**config.mk**
```make
export PLATFORM = sky130hd
export DESIGN_NAME = decode_stream_ctrl_flat
export DESIGN_NICKNAME = d
export VERILOG_FILES = /design/src/rtl/decode_stream_ctrl_if.sv /design/src/rtl/decode_stream_ctrl.sv /design/src/flat_wrapper.sv
export SDC_FILE = /design/constraint.sdc
export NUM_CORES = 1
export LEC_CHECK = 0
export ABC_AREA = 1
export BUFFER_PORTS_ARGS = -buffer_cell sky130_fd_sc_hd__buf_2
export CAP_MARGIN = 40
export CORE_MARGIN = 4
export CORE_UTILIZATION = 40
export DETAILED_ROUTE_END_ITERATION = 7
export PLACE_DENSITY = 0.57
export SLEW_MARGIN = 20
export SYNTH_ARGS = -nofsm -noshare
export SYNTH_HDL_FRONTEND = slang
export SYNTH_SLANG_ARGS = --single-unit
```
**constraint.sdc**
```tcl
create_clock -name clk -period 4.93 [get_ports clk]
set_clock_uncertainty 0.2 [all_clocks]
set_input_delay 0.986 -clock clk [delete_from_list [all_inputs] [get_ports clk]]
set_output_delay 0.986 -clock clk [all_outputs]
set_load 0.005 [all_outputs]
```
**src/rtl/decode_stream_ctrl_if.sv**
```systemverilog
// Byte-in / coefficient-out stream bundle for the ByteDecode sequencer.
// The producer of bytes and consumer of coefficients is the master side;
// the decode controller is the slave side.
interface decode_stream_ctrl_if #(
    parameter int ELL = 12
);
    logic [7:0]     in_byte;
    logic           in_valid;
    logic           in_ready;
    logic [ELL-1:0] out_coeff;
    logic [1:0]     out_poly;
    logic [7:0]     out_idx;
    logic           out_last;
    logic           out_valid;
    logic           out_ready;

    modport master (
        output in_byte, in_valid, out_ready,
        input  in_ready, out_coeff, out_poly, out_idx, out_last, out_valid
    );

    modport slave (
        input  in_byte, in_valid, out_ready,
        output in_ready, out_coeff, out_poly, out_idx, out_last, out_valid
    );
endinterface

```
**src/rtl/decode_stream_ctrl.sv**
```systemverilog
// ByteDecode_ELL sequencer: unpacks a byte stream LSB-first into ELL-bit
// coefficients for K polynomials of NCOEFF coefficients each, tagging each
// coefficient with its polynomial/coefficient index and flagging any
// coefficient >= Q when ELL is 12.
module decode_stream_ctrl #(
    parameter int ELL    = 12,
    parameter int K      = 3,
    parameter int NCOEFF = 256,
    parameter int Q      = 3329
) (
    input  logic                 clk,
    input  logic                 rst,
    input  logic                 start,
    output logic                 busy,
    output logic                 done,
    output logic                 range_err,
    decode_stream_ctrl_if.slave  bus
);
    localparam int ACC_W       = ELL + 7;
    localparam int FILL_W      = $clog2(ELL + 8);
    localparam int TOTAL_BYTES = K * 32 * ELL;
    localparam int BCNT_W      = $clog2(TOTAL_BYTES + 1);

    localparam logic [FILL_W-1:0] ELL_F    = FILL_W'(ELL);
    localparam logic [BCNT_W-1:0] BCNT_END = BCNT_W'(TOTAL_BYTES);
    localparam logic [1:0]        POLY_END = 2'(K - 1);
    localparam logic [7:0]        IDX_END  = 8'(NCOEFF - 1);

    typedef enum logic [1:0] {
        S_IDLE,
        S_RUN,
        S_FLUSH
    } state_t;

    state_t              r_state;
    logic [ACC_W-1:0]    r_acc;
    logic [FILL_W-1:0]   r_fill;
    logic [BCNT_W-1:0]   r_byte_cnt;
    logic [1:0]          r_poly;
    logic [7:0]          r_idx;
    logic                r_busy;
    logic                r_done;
    logic                r_range_err;

    logic                w_run;
    logic                w_in_ready;
    logic                w_out_valid;
    logic                w_in_fire;
    logic                w_out_fire;
    logic                w_out_last;
    logic                w_range_hit;
    logic [ACC_W-1:0]    w_acc_shift;
    logic [FILL_W-1:0]   w_fill_shift;
    logic [ACC_W-1:0]    w_acc_next;
    logic [FILL_W-1:0]   w_fill_next;

    // Room for another byte only while fewer than ELL bits are buffered and
    // the command's byte budget is not yet exhausted.
    assign w_run       = (r_state == S_RUN);
    assign w_in_ready  = w_run && (r_fill < ELL_F) && (r_byte_cnt != BCNT_END);
    assign w_out_valid = w_run && (r_fill >= ELL_F);
    assign w_in_fire   = w_in_ready && bus.in_valid;
    assign w_out_fire  = w_out_valid && bus.out_ready;
    assign w_out_last  = w_out_valid && (r_poly == POLY_END) && (r_idx == IDX_END);
    assign w_range_hit = (ELL == 12) && w_out_fire && (32'(r_acc[ELL-1:0]) >= 32'(Q));

    // Next accumulator/fill: drop the emitted coefficient first, then append
    // an accepted byte just above the bits that remain.
    always_comb begin
        // NOTE: every always_comb output gets a default first so no path leaves it unassigned (no latch).
        w_acc_shift  = r_acc;
        w_fill_shift = r_fill;
        if (w_out_fire) begin
            w_acc_shift  = r_acc >> ELL;
            w_fill_shift = r_fill - ELL_F;
        end
        w_acc_next  = w_acc_shift;
        w_fill_next = w_fill_shift;
        if (w_in_fire) begin
            w_acc_next  = w_acc_shift | (ACC_W'(bus.in_byte) << w_fill_shift);
            w_fill_next = w_fill_shift + FILL_W'(8);
        end
    end

    // Command FSM plus unpacking datapath, indices and sticky range flag.
    always_ff @(posedge clk or posedge rst) begin
        // NOTE: state is updated with non-blocking assignments so every register samples pre-edge values.
        if (rst) begin
            r_state     <= S_IDLE;
            r_acc       <= '0;
            r_fill      <= '0;
            r_byte_cnt  <= '0;
            r_poly      <= '0;
            r_idx       <= '0;
            r_busy      <= 1'b0;
            r_done      <= 1'b0;
            r_range_err <= 1'b0;
        end else begin
            case (r_state)
                S_IDLE: begin
                    if (start) begin
                        r_state     <= S_RUN;
                        r_busy      <= 1'b1;
                        r_range_err <= 1'b0;
                        r_acc       <= '0;
                        r_fill      <= '0;
                        r_byte_cnt  <= '0;
                        r_poly      <= '0;
                        r_idx       <= '0;
                    end
                end
                S_RUN: begin
                    r_acc  <= w_acc_next;
                    r_fill <= w_fill_next;
                    if (w_in_fire) begin
                        r_byte_cnt <= r_byte_cnt + BCNT_W'(1);
                    end
                    if (w_range_hit) begin
                        r_range_err <= 1'b1;
                    end
                    if (w_out_fire) begin
                        if (w_out_last) begin
                            r_state <= S_FLUSH;
                            r_done  <= 1'b1;
                            r_poly  <= '0;
                            r_idx   <= '0;
                        end else if (r_idx == IDX_END) begin
                            r_idx  <= '0;
                            r_poly <= r_poly + 2'd1;
                        end else begin
                            r_idx <= r_idx + 8'd1;
                        end
                    end
                end
                S_FLUSH: begin
                    r_state <= S_IDLE;
                    r_done  <= 1'b0;
                    r_busy  <= 1'b0;
                end
                default: begin
                    r_state <= S_IDLE;
                end
            endcase
        end
    end

    assign busy          = r_busy;
    assign done          = r_done;
    assign range_err     = r_range_err;
    assign bus.in_ready  = w_in_ready;
    assign bus.out_valid = w_out_valid;
    assign bus.out_coeff = r_acc[ELL-1:0];
    assign bus.out_poly  = r_poly;
    assign bus.out_idx   = r_idx;
    assign bus.out_last  = w_out_last;
endmodule

```
**src/flat_wrapper.sv**
```systemverilog
// flat-port wrapper written by rule: the top's interface ports become plain ports
module decode_stream_ctrl_flat 
#(
    parameter int ELL    = 12,
    parameter int K      = 3,
    parameter int NCOEFF = 256,
    parameter int Q      = 3329
)
  (clk, rst, start, busy, done, range_err, bus_in_byte, bus_in_valid, bus_out_ready, bus_in_ready, bus_out_coeff, bus_out_poly, bus_out_idx, bus_out_last, bus_out_valid);
  decode_stream_ctrl_if #(.ELL(ELL)) bus_i ();
  input  logic clk;
  input  logic rst;
  input  logic start;
  output logic busy;
  output logic done;
  output logic range_err;
  input wire logic [$bits(bus_i.in_byte)-1:0] bus_in_byte;
  input wire logic [$bits(bus_i.in_valid)-1:0] bus_in_valid;
  input wire logic [$bits(bus_i.out_ready)-1:0] bus_out_ready;
  output wire logic [$bits(bus_i.in_ready)-1:0] bus_in_ready;
  output wire logic [$bits(bus_i.out_coeff)-1:0] bus_out_coeff;
  output wire logic [$bits(bus_i.out_poly)-1:0] bus_out_poly;
  output wire logic [$bits(bus_i.out_idx)-1:0] bus_out_idx;
  output wire logic [$bits(bus_i.out_last)-1:0] bus_out_last;
  output wire logic [$bits(bus_i.out_valid)-1:0] bus_out_valid;
  assign bus_i.in_byte = bus_in_byte;
  assign bus_i.in_valid = bus_in_valid;
  assign bus_i.out_ready = bus_out_ready;
  assign bus_in_ready = bus_i.in_ready;
  assign bus_out_coeff = bus_i.out_coeff;
  assign bus_out_poly = bus_i.out_poly;
  assign bus_out_idx = bus_i.out_idx;
  assign bus_out_last = bus_i.out_last;
  assign bus_out_valid = bus_i.out_valid;
  decode_stream_ctrl #(.ELL(ELL), .K(K), .NCOEFF(NCOEFF), .Q(Q)) u_core (.clk(clk), .rst(rst), .start(start), .busy(busy), .done(done), .range_err(range_err), .bus(bus_i));
endmodule
```
Word level (Yosys, flattened, before mapping):

Cells that the tools add are included.

* register bits after elaboration: 50
* word-level logic and storage cells: 83

* add/subtract/negate cells: 5
* magnitude comparators: 3
* eq/ne operators: 11
* shift operators: 1
* mux-type cells: 33
* bitwise gates (word level): 1
* reduce and logical (&&, ||, !) cells: 20

Operator list (count)
* 19-bit two-way mux: 3
* 19-bit case mux with 2 select lines: 1
* 8-bit two-way mux: 4
* 11-bit two-way mux: 2
* 11-bit case mux with 2 select lines: 1
* 19-bit OR: 1
* 8-bit by 5-bit << shifter with 19-bit output: 1
* 8-bit case mux with 2 select lines: 1
* 5-bit two-way mux: 3
* 3-bit AND reduction: 5
* 2-bit two-way mux: 7
* 12-bit greater-or-equal comparator, second input constant: 1
* 11-bit by 1-bit adder with 11-bit output, second input constant: 1
* 11-bit != test, second input constant: 1
* 2-bit != test, second input constant: 5
* 5-bit case mux with 2 select lines: 1
* 8-bit by 1-bit adder with 8-bit output, second input constant: 1
* 8-bit == test, second input constant: 1
* 1-bit logical AND: 8
* 2-bit case mux with 2 select lines: 2
* 1-bit case mux with 2 select lines: 3
* 2-bit nonzero test: 3
* 5-bit by 4-bit adder with 5-bit output, second input constant: 1
* 5-bit by 4-bit greater-or-equal comparator with 1-bit output, second input constant: 1
* 10 further kinds: 16

Depth between registers and ports, before layout:

Gate-level depths: netlist of the first run.

* word-level depth: 8
* mapped depth: 14
* gate-level depth less buffers: 14

Least setup slack after synthesis of the first run:

OpenSTA, ideal clock, no wires.

* kind: flip-flop to output port
* start point: register u_core.r_fill[2]
* end point: output bus_out_last
* arrival: 1243 ps
* data required time: 3744 ps
* setup slack: 2501 ps
* stages on the path, launching flop included: 9
* buffers on the path: 0
* cell sequence: dfrtp_1 > ha_1 > ha_1 > inv_1 > nand3_4 > nand2_1 > inv_1 > nand3b_4 > inv_1

* cells in the longest elaborated chain, start to end: 4

RTL lines
* start, declared: line decode_stream_ctrl.sv:37 `logic [FILL_W-1:0] r_fill;`
* start signal, assigned: line decode_stream_ctrl.sv:114 `r_fill <= w_fill_next;`
* 5-bit by 4-bit greater-or-equal comparator with 1-bit output: line decode_stream_ctrl.sv:61 `assign w_out_valid = w_run && (r_fill >= ELL_F);`
* 1-bit logical AND: line decode_stream_ctrl.sv:61
* net bus_out_valid: line flat_wrapper.sv:25 `output wire logic [$bits(bus_i.out_valid)-1:0] bus_out_valid;`
* 1-bit logical AND (2 in a row): line decode_stream_ctrl.sv:64 `assign w_out_last = w_out_valid && (r_poly == POLY_END) && (r_idx == IDX_END);`
* end, declared: line flat_wrapper.sv:24 `output wire logic [$bits(bus_i.out_last)-1:0] bus_out_last;`

The timed path passes the listed nets, and every way through them passes these cells.

Worst setup path after layout of the first run:

* start point: register u_core.r_state[1]
* end point: output bus_out_last

* cells in the longest elaborated chain, start to end: 4

RTL lines
* start, declared: line decode_stream_ctrl.sv:35 `state_t r_state;`
* start signal, assigned: line decode_stream_ctrl.sv:89 `r_state <= S_IDLE;`
* start signal, assigned: line decode_stream_ctrl.sv:102 `r_state <= S_RUN;`
* start signal, assigned: line decode_stream_ctrl.sv:123 `r_state <= S_FLUSH;`
* 2-bit by 1-bit == test with 1-bit output: line decode_stream_ctrl.sv:59 `assign w_run = (r_state == S_RUN);`
* net u_core.w_run: line decode_stream_ctrl.sv:45 `logic w_run;`
* 1-bit logical AND: line decode_stream_ctrl.sv:61
* 1-bit logical AND (2 in a row): line decode_stream_ctrl.sv:64

The timed path passes the listed nets, and every way through them passes these cells.

==> results of run 1 <==
[path summary, 6_finish.rpt]
check,from,endpoint,slack [ns],cells after the start
hold / removal,u_core.done,u_core.done,0.31,2
max in group asynchronous,rst,u_core.r_acc[2],3.48,3
setup / recovery,u_core.r_state[1],bus_out_last,1.96,8
setup reg to reg,u_core.r_state[1],u_core.r_byte_cnt[2],2.14,8
min in group asynchronous,rst,u_core.r_acc[14],0.52,2
hold reg to reg,u_core.done,u_core.done,0.31,2
[layout by cell type, fill, tap and decap left out, types with 9 or more instances in the layout]
cell type	count
sky130_fd_sc_hd__dfrtp_1	48
sky130_fd_sc_hd__ha_1	9
sky130_fd_sc_hd__inv_1	49
sky130_fd_sc_hd__nand3_1	31
sky130_fd_sc_hd__o21ai_0	28
sky130_fd_sc_hd__nand4_1	13
sky130_fd_sc_hd__o21ai_1	12
sky130_fd_sc_hd__nand2_1	153
sky130_fd_sc_hd__nor2_1	22
sky130_fd_sc_hd__buf_2	40
[report_power, final]
part | internal, mW | switching [mW]
clock | 0.114 | 0.147
combinational | 0.265 | 0.538
sequential | 0.489 | 0.0855
[routing by layer]
layer | share of wire | wire [um] | global-route usage
met4 | 0.016 | 129 | 0.0546
met5 | 0 | 0 | 0
met2 | 0.47 | 3700 | 0.278
met1 | 0.47 | 3740 | 0.225
met3 | 0.042 | 328 | 0.0307
[cell usage after synthesis (3+ instances only)]
cell type,instances,area (um^2)
sky130_fd_sc_hd__nand4_1,13,81.3
sky130_fd_sc_hd__nand3_4,3,52.6
sky130_fd_sc_hd__buf_2,4,20.0
sky130_fd_sc_hd__a21oi_1,5,25.0
sky130_fd_sc_hd__dfrtp_1,48,1200
sky130_fd_sc_hd__buf_4,13,97.6
sky130_fd_sc_hd__nand2_1,153,574
sky130_fd_sc_hd__xor2_1,4,35.0
sky130_fd_sc_hd__o21ai_1,12,60.1
sky130_fd_sc_hd__ha_1,9,113
sky130_fd_sc_hd__nor4_1,3,18.8
sky130_fd_sc_hd__nor2_1,22,82.6
sky130_fd_sc_hd__nand3_1,31,155
sky130_fd_sc_hd__buf_6,5,56.3
sky130_fd_sc_hd__inv_2,3,11.3
sky130_fd_sc_hd__nor3_1,5,25.0
sky130_fd_sc_hd__o21ai_0,28,140
sky130_fd_sc_hd__nand2_4,4,45.0
sky130_fd_sc_hd__inv_1,50,188
sky130_fd_sc_hd__nand2_2,6,37.5
[worst register-to-register path: cells and delay by family, from the launching register on]
family                     cells  cell delay (ns)
DFF                            1             0.41
and+or+nand+nor                1             0.16
adders and majority gates      1             0.35
AOI/OAI and AO/OA              3             1.14
buffers and inverters          3             0.49
[flip-flops by register name (all words and copies together) (netlist names), 2 cells and up]
register	flops
u_core.r_state	2
u_core.r_byte_cnt	11
u_core.bus.out_poly	2
u_core.r_acc	19
u_core.bus.out_idx	8
u_core.r_fill	3
[cells by family after synthesis]
logic type | Yosys count | share of synthesized area
multiplexers | 1 | 0.00308
AND/OR/NAND/NOR | 248 | 0.359
adder cells (fa/ha/maj) | 9 | 0.0346
flip-flops | 48 | 0.369
buffers and inverters | 79 | 0.120
XOR/XNOR | 5 | 0.0135
AO/OA/AOI/OAI | 55 | 0.0997
[cell type report]
cell class,count,area share
repair buffers,43,0.0688
well taps,102,0.0362
multi-input cells,318,0.470
flip-flops and latches,48,0.340
clock inverters,1,0.00213
inverters,54,0.0581
clock buffers,7,0.0245
[per-stage QoR]
stage,hold slack [ns],std cells,setup slack (ns),power [mW],cell area [um^2]
floorplan,0.266,445,2.50,1.23,3250
global placement,0.285,563,1.70,1.37,3400
detailed placement,0.283,564,1.60,1.38,3420
CTS,0.306,572,1.57,1.64,3510
global route,0.331,573,1.82,1.79,3530
finish,0.306,573,1.96,1.64,3530
==> Flow_metrics.wiki, run 1 <==
{| class="wikitable"
! Metric !! Value
|-
| Bufs and invs on worst path || 5
|-
| Die width || 98.2 um
|-
| Synthesized area || 3250 um^2
|-
| Die Ht || 98.2 um
|-
| Main flop type after synthesis || sky130_fd_sc_hd__dfrtp_1
|-
| Number of antenna violations at the first check in global routing || 0
|-
| Post-CTS Resized || 0
|-
| Placeable Area || 7810 um^2
|-
| Outcome || completed
|-
| CTS clk-pin slew, worst paths || 0.09 ns
|-
| Routability congestion estimate from global placement || 0.869
|-
| Number of primary I/O pins || 41
|-
| Peak supply drop || 0.181 mV
|-
| Worst hold path type || register to register
|-
| Classification of the worst setup path || register to output pin
|-
| Type of origin of the critical path || register
|-
| Async SR Flop Fraction || 1.00
|-
| Global-route wire length before repair || 13300 um
|-
| Diodes inserted || 0
|-
| DRT antenna net count || 0
|-
| Depth of the CTS H-tree || 2
|-
| Count of yosys warnings during synthesis || 0
|-
| Effective utilization at floorplan || 0.417
|-
| Number of clock buffers inserted by TritonCTS || 5
|-
| Worst slew margin || 0.503
|-
| Input/output buffers || 40
|-
| Setup repair after global routing missed its margin || no
|-
| Number of enable-type register cells in the synthesized netlist || 0
|-
| Remaining DRCs || 0
|-
| Buffer depth of the longest clock path || 2
|-
| Endpoint required time on the critical path || 3.74 ns
|-
| Number of cell rows || 32
|-
| Count of final hold-check violations || 0
|-
| Avg WL per Cell || 13.8 um
|-
| Hold bufs inserted after CTS || 0
|-
| Gate family responsible for the most delay along the worst path || buffers and inverters
|-
| Overall die area || 9640 um^2
|-
| Register bit count reported by yosys || 48
|-
| Total congestion overflow after global routing || 0
|-
| Final critical path time including I/O delays and setup || 2.97 ns
|-
| Total nets after synthesis || 467
|-
| Crit end category || output pin
|-
| Layout cells sized above 1 || 0.170
|-
| Number of global-route vias before repair || 2753
|-
| Final setup violation count || 0
|-
| Mean Syn Cell Area || 7.31 um^2
|-
| Endpoint arrival time on the critical path || 1.79 ns
|-
| Worst-margin pin slew || 0.745 ns
|-
| Area of the multi-input gates || 1660 um^2
|-
| Signed area change from the synthesized netlist to the final layout || 8.54%
|-
| Cell seen most often among critical-path stages || sky130_fd_sc_hd__inv_1
|-
| Detailed Route WL || 7900 um
|-
| First-pass iteration count of the detailed router || 4
|-
| Clock sinks || 48
|-
| Largest net degree at the start of global routing || 32
|-
| Routed vias || 2870
|-
| Count of filler cells inserted in the layout || 820
|-
| Number of max-slew violations in the final report || 0
|-
| Max Cap Violations || 0
|-
| Clock latency reported for the late side of the worst-skew pair || 0.31 ns
|-
| Max stage delay on crit path || 0.41 ns
|-
| Root buffer cell || sky130_fd_sc_hd__clkbuf_8
|-
| CP max stage cell || sky130_fd_sc_hd__dfrtp_1
|-
| Highest clock frequency the design can meet || 336 MHz
|-
| Proportion of synthesized chip area in sequential cells || 0.369
|-
| Cell breakdown of the critical path || inv_1 > ha_1 > buf_8 > nand2_1 > inv_1 > nand3b_4 > inv_1 > buf_2
|-
| 1st-iter DRT viols || 79
|-
| Setup Buffers After CTS || 0
|-
| Final #Nets || 492
|-
| Static leakage || 1.91 nW
|-
| Power density of the placed cells || 464 nW/um^2
|-
| Sequential cell area || 1200 um^2
|-
| Detail-routed via count per cell || 5.01
|-
| Worst-path fanout max || 15
|-
| Count of different cell masters after synthesis || 40
|-
| Post-DP HPWL || 5850 um
|-
| Finished Core Util || 0.452
|-
| Setup TNS || 0 ns
|-
| Post-Syn Instances || 445
|-
| TritonCTS clock tree || done
|-
| Final clock period utilization by the worst path || 0.603
|-
| Global-route total usage across every layer || 0.169
|}
Power figures use the tool's default switching activity.
==> run 2, diff against run 1 <==
--- a/config.mk
+++ b/config.mk
@@ -5,7 +5,7 @@
 export SDC_FILE = /design/constraint.sdc
 export NUM_CORES = 1
 export LEC_CHECK = 0
-export ABC_AREA = 1
+export ABC_AREA = 0
 export BUFFER_PORTS_ARGS = -buffer_cell sky130_fd_sc_hd__buf_2
 export CAP_MARGIN = 40
 export CORE_MARGIN = 4
==> constraint.sdc (replaced) <==
create_clock -name clk -period 2.9 [get_ports clk]
set_clock_uncertainty 0.2 [all_clocks]
set_input_delay 0.58 -clock clk [delete_from_list [all_inputs] [get_ports clk]]
set_output_delay 0.58 -clock clk [all_outputs]
set_load 0.005 [all_outputs]
==> run 2 against run 1 <==
Against the previous run: routed wire length is 9.6% lower; clock power is 83% higher; sequential power is 79% higher; combinational power is 59% higher; final area is 8.9% lower; hold slack worse by 0.067 ns; sequential share of layout area is 3.3 points higher.
==> Flow_metrics.wiki, run 2 <==
{| class="wikitable"
! Metric !! Value
|-
| Outcome || completed
|-
| Switching fraction of total power || 0.405 (-0.0649)
|-
| Compound-gate portion of the synthesized area || 0.225 (+0.125)
|-
| Worst slew margin || 0.578 (+0.0743)
|-
| Hold bufs inserted after CTS || 0 (unchanged)
|-
| R2R setup slack || 0.26 ns (-1.88 ns)
|-
| Worst Reg2Reg Path Length in Cells || 8 (unchanged)
|-
| Total congestion overflow after global routing || 0 (unchanged)
|-
| NetSw || 1.13 mW (+47%)
|-
| Effective utilization at floorplan || 0.416 (about the same)
|-
| Final setup violation count || 0 (unchanged)
|-
| Number of cell rows || 30 (-6.3%)
|-
| Post-CTS Resized || 0 (unchanged)
|-
| Setup Slack @ Placement || 0.302 ns (-1.29 ns)
|-
| Avg WL per Cell || 16.0 um (+16%)
|-
| Highest clock frequency the design can meet || 378 MHz
|-
| TritonCTS clock tree || done
|-
| Fraction of synthesized cell area in xor and xnor cells || 0.0154 (+0.00194)
|-
| Commonest cells in the synthesized netlist || sky130_fd_sc_hd__dfrtp_1 (48), sky130_fd_sc_hd__nand2_1 (38), sky130_fd_sc_hd__o21ai_0 (33)
|-
| Buffer depth of the longest clock path || 2 (unchanged)
|-
| Routability congestion estimate from global placement || 0.864 (-0.59%)
|-
| Global-route total usage across every layer || 0.180 (+0.0116)
|-
| Main flop type after synthesis || sky130_fd_sc_hd__dfrtp_1
|-
| DRT antenna net count || 0 (unchanged)
|-
| Count of yosys warnings during synthesis || 0 (unchanged)
|-
| Crit end category || output pin
|-
| Remaining DRCs || 0 (unchanged)
|-
| Combinational family with the most area after synthesis || compound AO/OA/AOI/OAI gates
|-
| Die Ht || 92.3 um (-6.0%)
|-
| Final critical path time including I/O delays and setup || 2.65 ns
|-
| Signed area change from the synthesized netlist to the final layout || 13.1%
|-
| Endpoint required time on the critical path || 2.12 ns (-1.62 ns)
|-
| Number of clock buffers inserted by TritonCTS || 5 (unchanged)
|-
| Setup TNS || 0 ns (unchanged)
|-
| Internal power || 1.66 mW (+91%)
|-
| Share of total power in the clock network || 0.172 (+0.012)
|-
| Worst hold path type || input port to async pin
|-
| Main area contributors after synthesis || sky130_fd_sc_hd__dfrtp_1 (42%), sky130_fd_sc_hd__o21ai_0 (5.8%), sky130_fd_sc_hd__nand2_1 (5.0%)
|-
| Combinational cell fraction of total power || 0.459 (-0.031)
|-
| Clock latency reported for the late side of the worst-skew pair || 0.30 ns (about the same)
|-
| Placed Area || 3110 um^2 (-9.2%)
|-
| Number of primary I/O pins || 41 (unchanged)
|-
| Largest net degree at the start of global routing || 49 (+53%)
|-
| Static leakage || 1.45 nW (-24%)
|-
| Post-DP HPWL || 5220 um (-11%)
|-
| Routed vias || 2423 (-16%)
|-
| Detailed Route WL || 7140 um (-9.6%)
|-
| Layout cells sized above 1 || 0.198 (+0.0279)
|-
| Classification of the worst setup path || register to output pin
|-
| Count of different cell masters after synthesis || 53 (+33%)
|-
| Clock sinks || 48 (unchanged)
|-
| Register with the most flip-flops || u_core.r_acc
|-
| Reg-to-Reg End || u_core.r_acc[17]
|-
| 1st-iter DRT viols || 135 (+71%)
|-
| Mean Syn Cell Area || 9.17 um^2 (+25%)
|-
| Global-route wire length before repair || 12200 um (-8.3%)
|-
| Register bit count reported by yosys || 48 (unchanged)
|-
| Worst-margin pin slew || 0.629 ns (-0.116 ns)
|-
| First-pass iteration count of the detailed router || 4 (unchanged)
|-
| Proportion of synthesized chip area in sequential cells || 0.423 (+0.0532)
|-
| Max reg flops || 19 (unchanged)
|-
| Setup repair after global routing missed its margin || no
|-
| Max Cap Violations || 0 (unchanged)
|-
| Placeable Area || 6830 um^2 (-13%)
|-
| Number of enable-type register cells in the synthesized netlist || 0 (unchanged)
|-
| Power share of the sequential group || 0.369 (+0.019)
|-
| Critical Path End || bus_out_last
|-
| Worst setup margin || 0.255 ns (-1.70 ns)
|-
| Root buffer cell || sky130_fd_sc_hd__clkbuf_8
|-
| Multiplexer area fraction after synthesis || 0.0246 (+0.0216)
|-
| Overall die area || 8520 um^2 (-12%)
|-
| Crit path launch || u_core.bus.out_idx[1]
|-
| Final instance area || 3210 um^2 (-8.9%)
|-
| Depth of the CTS H-tree || 2 (unchanged)
|-
| Final clock period utilization by the worst path || 0.912
|-
| Input/output buffers || 40 (unchanged)
|-
| Yosys top cell by area || sky130_fd_sc_hd__dfrtp_1
|-
| Simple-Gate Fraction of Synth Area || 0.205 (-0.154)
|-
| Number of global-route vias before repair || 2315 (-16%)
|-
| CTS clk-pin slew, worst paths || 0.09 ns (about the same)
|-
| Finished Core Util || 0.471 (+0.0184)
|-
| Endpoint arrival time on the critical path || 1.87 ns (+0.08 ns)
|-
| Post-synth top area share || 0.423 (+0.0532)
|-
| Type of origin of the critical path || register
|-
| Commonest cells after routing, fill and taps aside || sky130_fd_sc_hd__dfrtp_1 (48), sky130_fd_sc_hd__buf_2 (41), sky130_fd_sc_hd__nand2_1 (38)
|-
| Setup Buffers After CTS || 0 (unchanged)
|-
| Die width || 92.3 um (-6.0%)
|-
| Count of final hold-check violations || 0 (unchanged)
|-
| Peak supply drop || 0.386 mV (+110%)
|-
| Worst-path fanout max || 6 (-9)
|-
| Final hold slack || 0.239 ns (-0.0669 ns)
|-
| Synthesized-area fraction occupied by adder cells || 0.0396 (+0.00498)
|-
| Number of max-slew violations in the final report || 0 (unchanged)
|-
| Post-Syn Instances || 310 (-30%)
|-
| Detail-routed via count per cell || 5.44 (+8.7%)
|-
| Final #Nets || 370 (-25%)
|-
| Number of antenna violations at the first check in global routing || 0 (unchanged)
|-
| Count leader, synth || sky130_fd_sc_hd__dfrtp_1
|-
| Power density of the placed cells || 868 nW/um^2 (+87%)
|-
| Launch instance of the worst register-to-register path || u_core.r_fill[2]
|-
| Async SR Flop Fraction || 1.00 (unchanged)
|-
| Diodes inserted || 0 (unchanged)
|-
| Synthesized area || 2840 um^2 (-13%)
|-
| Leading cell type in the layout, fill and taps excluded || sky130_fd_sc_hd__dfrtp_1
|-
| Total nets after synthesis || 332 (-29%)
|}
## run 2: through the flow
stage,power (mW),instances
after detailed placement,2.31,437
after global placement,2.29,436
after floorplan,1.96,310
after global routing,3.05,445
final,2.79,445
after CTS,2.81,445
## run 2: power groups by stage
stage	sequential, mW	clock (mW)	combinational (mW)
after floorplan	1.01	0	0.953
after global routing	1.06	0.529	1.45
after CTS	1.03	0.499	1.28
after global placement	1.04	0	1.26
after detailed placement	1.04	0	1.27
final	1.03	0.480	1.28
## run 2: how the worst min path moves through the flow
stage	slack (ns)	cells past startpoint	to
final	0.24	3	u_core.bus.out_idx[6]
after CTS	0.26	3	u_core.busy
after detailed placement	0.27	2	u_core.r_acc[12]
after global routing	0.29	3	u_core.bus.out_idx[4]
after global placement	0.26	2	u_core.r_acc[15]
after floorplan	0.25	2	u_core.r_acc[12]
## run 2: final cells by class
class,count,area (um^2)
Clock buffer,6,72.6
Clock inverter,2,35.0
Fill cell,691,3620
Inverter,11,41.3
Multi-Input combinational cell,229,1450
Sequential cell,48,1200
Tap cell,96,120
Timing Repair Buffer,53,295
## run 2: logic make-up (layout without fill, tap and decap cells)
kind of cell,Yosys count,after routing
buffers and inverters,33,72
and+or+nand+nor,116,116
DFF,48,48
xor gates and xnor gates,5,5
adders and majority gates,9,9
AOI/OAI and AO/OA,92,92
muxes,7,7
## run 2: metal layers
metal	wire length, um	vias to the layer above	global-route usage
li1	-	1215	-
met1	3540	1137	0.265
met2	3180	64	0.274
met3	319	7	0.0284
met4	97	0	0.0532
met5	0	-	0
## run 2: worst max-delay path, cell delays in order, from the launching register on
cell and delay [ns]:
sky130_fd_sc_hd__dfrtp_1 0.42, sky130_fd_sc_hd__ha_1 0.21, sky130_fd_sc_hd__nand3_1 0.18, sky130_fd_sc_hd__nor3_1 0.33, sky130_fd_sc_hd__nand3_1 0.17, sky130_fd_sc_hd__nor2_1 0.13
sky130_fd_sc_hd__buf_2 0.12
